## config.mk

```make
export PLATFORM = sky130hd
export DESIGN_NAME = mc_rr_arbiter
export DESIGN_NICKNAME = d
export VERILOG_FILES = /design/src/rtl/mc_rr_arbiter.sv
export SDC_FILE = /design/constraint.sdc
export NUM_CORES = 1
export LEC_CHECK = 0
export CAP_MARGIN = 30
export CORE_AREA = 2 2 158 160
export DETAILED_ROUTE_END_ITERATION = 7
export DIE_AREA = 0 0 160 162
export HOLD_SLACK_MARGIN = 0.08
export PLACE_DENSITY_LB_ADDON = 0.15
export SYNTH_ARGS = -nofsm -noshare
export SYNTH_HDL_FRONTEND = slang
export SYNTH_SLANG_ARGS = --single-unit
```

## constraint.sdc

```tcl
create_clock -name CLK -period 3 [get_ports CLK]
set_input_delay 0.45 -clock CLK [delete_from_list [all_inputs] [get_ports CLK]]
set_output_delay 0.45 -clock CLK [all_outputs]
set_load 0.01 [all_outputs]
```

## src/rtl/mc_rr_arbiter.sv

```systemverilog
// mc_rr_arbiter
//   Shares one memory-controller port between CONNECT_NUM requesters.
//   Grants are round-robin, and a stalled grant stays locked until it
//   completes. Each accepted request pushes its requester index into an
//   in-order tag FIFO. The FIFO head routes each response back to the
//   requester that issued it. Both directions are zero-cycle combinational.
//
// Ports
//   CLK, RST                  clock, synchronous active-high reset
//   SLAVE_RECEIVE_*           per-requester request side (slice i = requester i)
//   SLAVE_SEND_*              per-requester response side
//   MASTER_SEND_*             request to the memory controller
//   MASTER_RECEIVE_*          response from the memory controller
module mc_rr_arbiter #(
    parameter int ADDR_WIDTH  = 32,
    parameter int DATA_WIDTH  = 32,
    parameter int CONNECT_NUM = 3,
    parameter int DEPTH       = 4
) (
    input  logic                              CLK,
    input  logic                              RST,
    input  logic [CONNECT_NUM-1:0]            SLAVE_RECEIVE_ADDR_VALID,
    input  logic [ADDR_WIDTH*CONNECT_NUM-1:0] SLAVE_RECEIVE_ADDR,
    input  logic [CONNECT_NUM-1:0]            SLAVE_RECEIVE_DATA_VALID,
    input  logic [DATA_WIDTH*CONNECT_NUM-1:0] SLAVE_RECEIVE_DATA,
    output logic [CONNECT_NUM-1:0]            SLAVE_RECEIVE_READY,
    output logic [CONNECT_NUM-1:0]            SLAVE_SEND_VALID,
    output logic [DATA_WIDTH*CONNECT_NUM-1:0] SLAVE_SEND_DATA,
    input  logic [CONNECT_NUM-1:0]            SLAVE_SEND_READY,
    output logic                              MASTER_SEND_ADDR_VALID,
    output logic [ADDR_WIDTH-1:0]             MASTER_SEND_ADDR,
    output logic                              MASTER_SEND_DATA_VALID,
    output logic [DATA_WIDTH-1:0]             MASTER_SEND_DATA,
    input  logic                              MASTER_SEND_READY,
    input  logic                              MASTER_RECEIVE_VALID,
    input  logic [DATA_WIDTH-1:0]             MASTER_RECEIVE_DATA,
    output logic                              MASTER_RECEIVE_READY
);

    localparam int IDX_W = (CONNECT_NUM > 1) ? $clog2(CONNECT_NUM) : 1;
    localparam int PTR_W = $clog2(DEPTH);
    localparam int CNT_W = PTR_W + 1;

    logic [IDX_W-1:0] rr_ptr, lock_idx, rr_gnt, grant, grant_nxt, head;
    logic             lock;
    logic [PTR_W-1:0] wr_ptr, rd_ptr;
    logic [CNT_W-1:0] count;
    logic [IDX_W-1:0] tag_mem [DEPTH];
    logic             full, empty, push, pop;

    assign full  = (count == CNT_W'(DEPTH));
    assign empty = (count == '0);

    // Round-robin search starting at rr_ptr. The loop runs from the farthest
    // offset to the nearest, so the requester closest to rr_ptr is assigned last.
    always_comb begin
        int               cand;
        logic [IDX_W-1:0] cand_idx;
        rr_gnt   = rr_ptr;
        cand     = 0;
        cand_idx = '0;
        for (int k = CONNECT_NUM - 1; k >= 0; k--) begin
            cand = int'(rr_ptr) + k;
            if (cand >= CONNECT_NUM) cand = cand - CONNECT_NUM;
            cand_idx = IDX_W'(cand);
            if (SLAVE_RECEIVE_ADDR_VALID[cand_idx]) rr_gnt = cand_idx;
        end
    end

    assign grant     = lock ? lock_idx : rr_gnt;
    assign grant_nxt = (grant == IDX_W'(CONNECT_NUM - 1)) ? '0 : grant + IDX_W'(1);

    // A full FIFO blocks the push even when a pop happens in the same cycle.
    // This keeps the FIFO ready path off the response handshake.
    assign MASTER_SEND_ADDR_VALID = SLAVE_RECEIVE_ADDR_VALID[grant] && !full;
    assign MASTER_SEND_ADDR       = SLAVE_RECEIVE_ADDR[grant*ADDR_WIDTH +: ADDR_WIDTH];
    assign MASTER_SEND_DATA       = SLAVE_RECEIVE_DATA[grant*DATA_WIDTH +: DATA_WIDTH];
    assign MASTER_SEND_DATA_VALID = SLAVE_RECEIVE_DATA_VALID[grant];
    assign push                   = MASTER_SEND_ADDR_VALID && MASTER_SEND_READY;

    always_comb begin
        SLAVE_RECEIVE_READY = '0;
        if (push) SLAVE_RECEIVE_READY[grant] = 1'b1;
    end

    // Response routing: the head tag selects which requester sees the response.
    assign head                 = tag_mem[rd_ptr];
    assign MASTER_RECEIVE_READY = !empty && SLAVE_SEND_READY[head];
    assign pop                  = MASTER_RECEIVE_VALID && MASTER_RECEIVE_READY;
    assign SLAVE_SEND_DATA      = {CONNECT_NUM{MASTER_RECEIVE_DATA}};

    always_comb begin
        SLAVE_SEND_VALID = '0;
        if (!empty) SLAVE_SEND_VALID[head] = MASTER_RECEIVE_VALID;
    end

    always_ff @(posedge CLK) begin
        if (RST) begin
            rr_ptr   <= '0;
            lock     <= 1'b0;
            lock_idx <= '0;
            wr_ptr   <= '0;
            rd_ptr   <= '0;
            count    <= '0;
        end else begin
            if (push) begin
                rr_ptr <= grant_nxt;
                lock   <= 1'b0;
                wr_ptr <= wr_ptr + PTR_W'(1);
            end else if (MASTER_SEND_ADDR_VALID) begin
                // Stalled by the controller: hold this grant until it completes.
                lock     <= 1'b1;
                lock_idx <= grant;
            end else if (lock && !SLAVE_RECEIVE_ADDR_VALID[lock_idx]) begin
                // The locked requester withdrew its request; re-arbitrate.
                lock <= 1'b0;
            end
            if (pop) rd_ptr <= rd_ptr + PTR_W'(1);
            case ({push, pop})
                2'b10:   count <= count + CNT_W'(1);
                2'b01:   count <= count - CNT_W'(1);
                default: count <= count;
            endcase
        end
    end

    // Tag storage needs no reset: entries are only read behind a valid count.
    always_ff @(posedge CLK) begin
        if (push) tag_mem[wr_ptr] <= grant;
    end

endmodule

```

==> impl_metrics.tcl <==
set metrics [dict create \
    status "finished, violations left" \
    violations "setup timing" \
    clockBufferDepth 2 \
    detailed_place.area_sq_um 6350 \
    ioPinCount 406 \
    synth_flop_cell "dfxtp_1" \
    critical-path-top-delay-family "compound AO/OA/AOI/OAI gates" \
    min_period_ns 3.24 \
    fin_area_sq_um 7350 \
    yosysSeqAreaShare_pct 14.9 \
    finClkSkew_ns 0.00572 \
    pwr-share-seq_pct 5.5 \
    swShare_pct 42.8 \
    synth_nets 652 \
    htree_num_levels 1 \
    critical_path_buf_inv_count 7 \
    die_area_sq_um 25900 \
    end_kind "flip-flop" \
    antenna_found_initial 0 \
    period_share_pct 108 \
    cts_tree "yes" \
    ant_nets 0 \
    finalHoldViolCount 0 \
    path_cells "buf_6 > ha_4 > buf_6 > buf_6 > buf_4 > o311ai_2 > buf_4 > a211oi_4 > o211ai_1 > nor2_4 > inv_2 > ha_4 > inv_2 > fa_2 > xor2_1 > or3_1 > a21oi_1" \
    cts_buffers 3 \
    wl_mm 19.3 \
    clk_pin_slew_ns 0.06 \
    ys_ff_latch 22 \
    final_layout_size_suffix_gt1_share_pct 37.8 \
    required_ns 3.18 \
    synth_cell_types 49 \
    grt_overflow 0 \
    layout_commonest_cell "clkdlybuf4s50_1" \
    worstSetupPathType "flip-flop to flip-flop" \
    area_growth_pct 111 \
    n_antenna_cell 0 \
    grt_pass1_vias 4257 \
    p_clk_share_pct 4.3 \
    worstPathMaxFanout 5 \
    setup_viol 70 \
    dr.pass1.iters 4 \
    worst_ep_arrival_time_ns 3.42 \
    avgSynthCellArea_sq_um 8.60 \
    netSwitchingPower_mw 3.73 \
    grt_pass1_wl_mm 26.3 \
    ys_warn_count 0 \
    worst-slew-pin-transition_ns 0.630 \
    ir_worst_vdd_v 0.000467 \
    drv_cap 0 \
    crit_path_start_kind "flip-flop" \
    internal_power_mw 4.99 \
    rsz0062_at_grt "yes" \
    grtUsageTotal_pct 13.4 \
    die_x_um 160 \
    synth_area_sq_um 3490 \
    dp_slack_ns -0.600 \
    grt_max_degree 41 \
    routed_via_density 4.06 \
    numPortBuffers 277 \
    power_density_nw_per_um2 1190 \
    drc 0 \
    dieHeight_um 162 \
    pwr-share-comb_pct 90.2 \
    coreArea_sq_um 24100 \
    final_cell_mix "205 x clkdlybuf4s50_1, 58 x buf_2, 55 x mux2i_1" \
    via_count 3995 \
    drt_iter0_drc 111 \
    path_common_cell "buf_6" \
    gp_congestion 0.824 \
    fp-row-count 57 \
    min-delay-path-class "flip-flop to flip-flop" \
    clk_latency_ns 0.26 \
    initial_core_util_pct 14.5 \
    nets 906 \
    setup_slack_ns -0.243 \
    slew_violations 0 \
    synth_edf_count 8 \
    cts-root-buf "clkbuf_16" \
    critical-path-max-stage-delay_ns 0.38 \
    max_freq_mhz 308 \
    cp_slowest_cell "o211ai_1" \
    dp_hpwl_mm 14.5 \
    async_flop_share_pct 0 \
    syn_inst 406 \
    r2r_slack_ns -0.24 \
    hold_buffers 0 \
    p_leak_nw 3.04 \
    slew_headroom_pct 57.8 \
    wl_per_cell_um 19.7 \
    cts_sinks 22 \
]
==> Yosys cell counts (all sizes together) (3+ instances only) <==
cell	count	area, sq um
o211ai	3	22.5
nor2	17	63.8
o2bb2ai	65	569
edfxtp	8	240
mux2	3	41.3
xor2	3	26.3
nand3	5	25.0
o21ai	10	50.0
o31ai	3	22.5
and3	4	25.0
ha	8	100
inv	15	56.3
a211oi	4	30.0
buf	114	822
mux2i	69	691
clkbuf	7	26.3
a21oi	7	38.8
nand3b	3	22.5
nand2	6	22.5
nor3	7	35.0
and2	3	18.8
dfxtp	14	280
==> final timing paths <==
| path | start | end | depth (start not counted) |
|---|---|---|---|
| max | rr_ptr[1]$_SDFFE_PP0P_ | count[2]$_SDFFE_PP0P_ | 17 |
| min | wr_ptr[1]$_SDFFE_PP0P_ | wr_ptr[1]$_SDFFE_PP0P_ | 2 |
| max reg2reg | rr_ptr[1]$_SDFFE_PP0P_ | count[2]$_SDFFE_PP0P_ | 17 |
| min reg2reg | wr_ptr[1]$_SDFFE_PP0P_ | wr_ptr[1]$_SDFFE_PP0P_ | 2 |
==> cells by family after synthesis <==
logic type,share of synthesized area [%]
AOI/OAI and AO/OA,23.8
xor gates and xnor gates,1.00
adders and majority gates,3.44
buffers and inverters,25.9
DFF,14.9
muxes,22.3
and+or+nand+nor,8.68
==> tightest hold or removal path, cell delays in order (launching register included) <==
cell and delay (ns):
dfxtp_1 0.34, o21ai_0 0.08, a21oi_1 0.06
==> stage by stage <==
| step | instances | setup TNS, ns | hold slack [ns] | total power [mW] | utilization (%) |
|---|---|---|---|---|---|
| final | 983 | -11.09 | 0.531 | 8.72 | 30.5 |
| after global placement | 935 | -39.49 | 0.508 | 6.75 | 26.4 |
| after CTS | 975 | -10.64 | 0.524 | 8.10 | 28.6 |
| after global routing | 983 | -23.36 | 0.569 | 9.28 | 30.5 |
| after floorplan | 406 | -0.0637 | 0.484 | 3.53 | - |
| after detailed placement | 935 | -39.40 | 0.512 | 6.73 | 26.4 |
==> per-layer routing <==
layer  vias to the layer above  track usage [%]  wire length [um]
li1                       1914                -                 -
met1                      1860             14.5              7240
met2                       202             24.1              9710
met3                        17             6.33              2150
met4                         2             2.05               127
met5                         -             2.65                96
==> state kept, by name (all words and copies together), names as in the netlist, named ones only <==
register / count
lock_idx: 2
count: 3
wr_ptr: 2
tag_mem: 8
lock: 1
rr_ptr: 2
rd_ptr: 2
==> what timing repair did <==
action / 4_1_cts / 5_1_grt
setup endpoints to repair: 72 / 72
pin swaps: 31 / 22
cloned: 9 / 3
gates resized for setup: 343 / 76
buffers inserted: 28 / 9
==> power groups by stage <==
stage	combinational, mW	clock (mW)	sequential (mW)
finish	7.87	0.376	0.481
global route	8.39	0.397	0.492
CTS	7.24	0.384	0.476
detailed placement	6.25	0	0.479
global placement	6.27	0	0.479
floorplan	3.07	0	0.466
==> final cells by class <==
cell class	instances	area [sq um]
Timing Repair Buffer	370	3670
Multi-Input combinational cell	248	2590
Fill cell	2588	16800
Sequential cell	22	526
Inverter	15	58.8
Clock buffer	3	75.1
Tap cell	324	405
Clock inverter	1	30.0
Note: power is estimated with default switching activity, not from simulation.
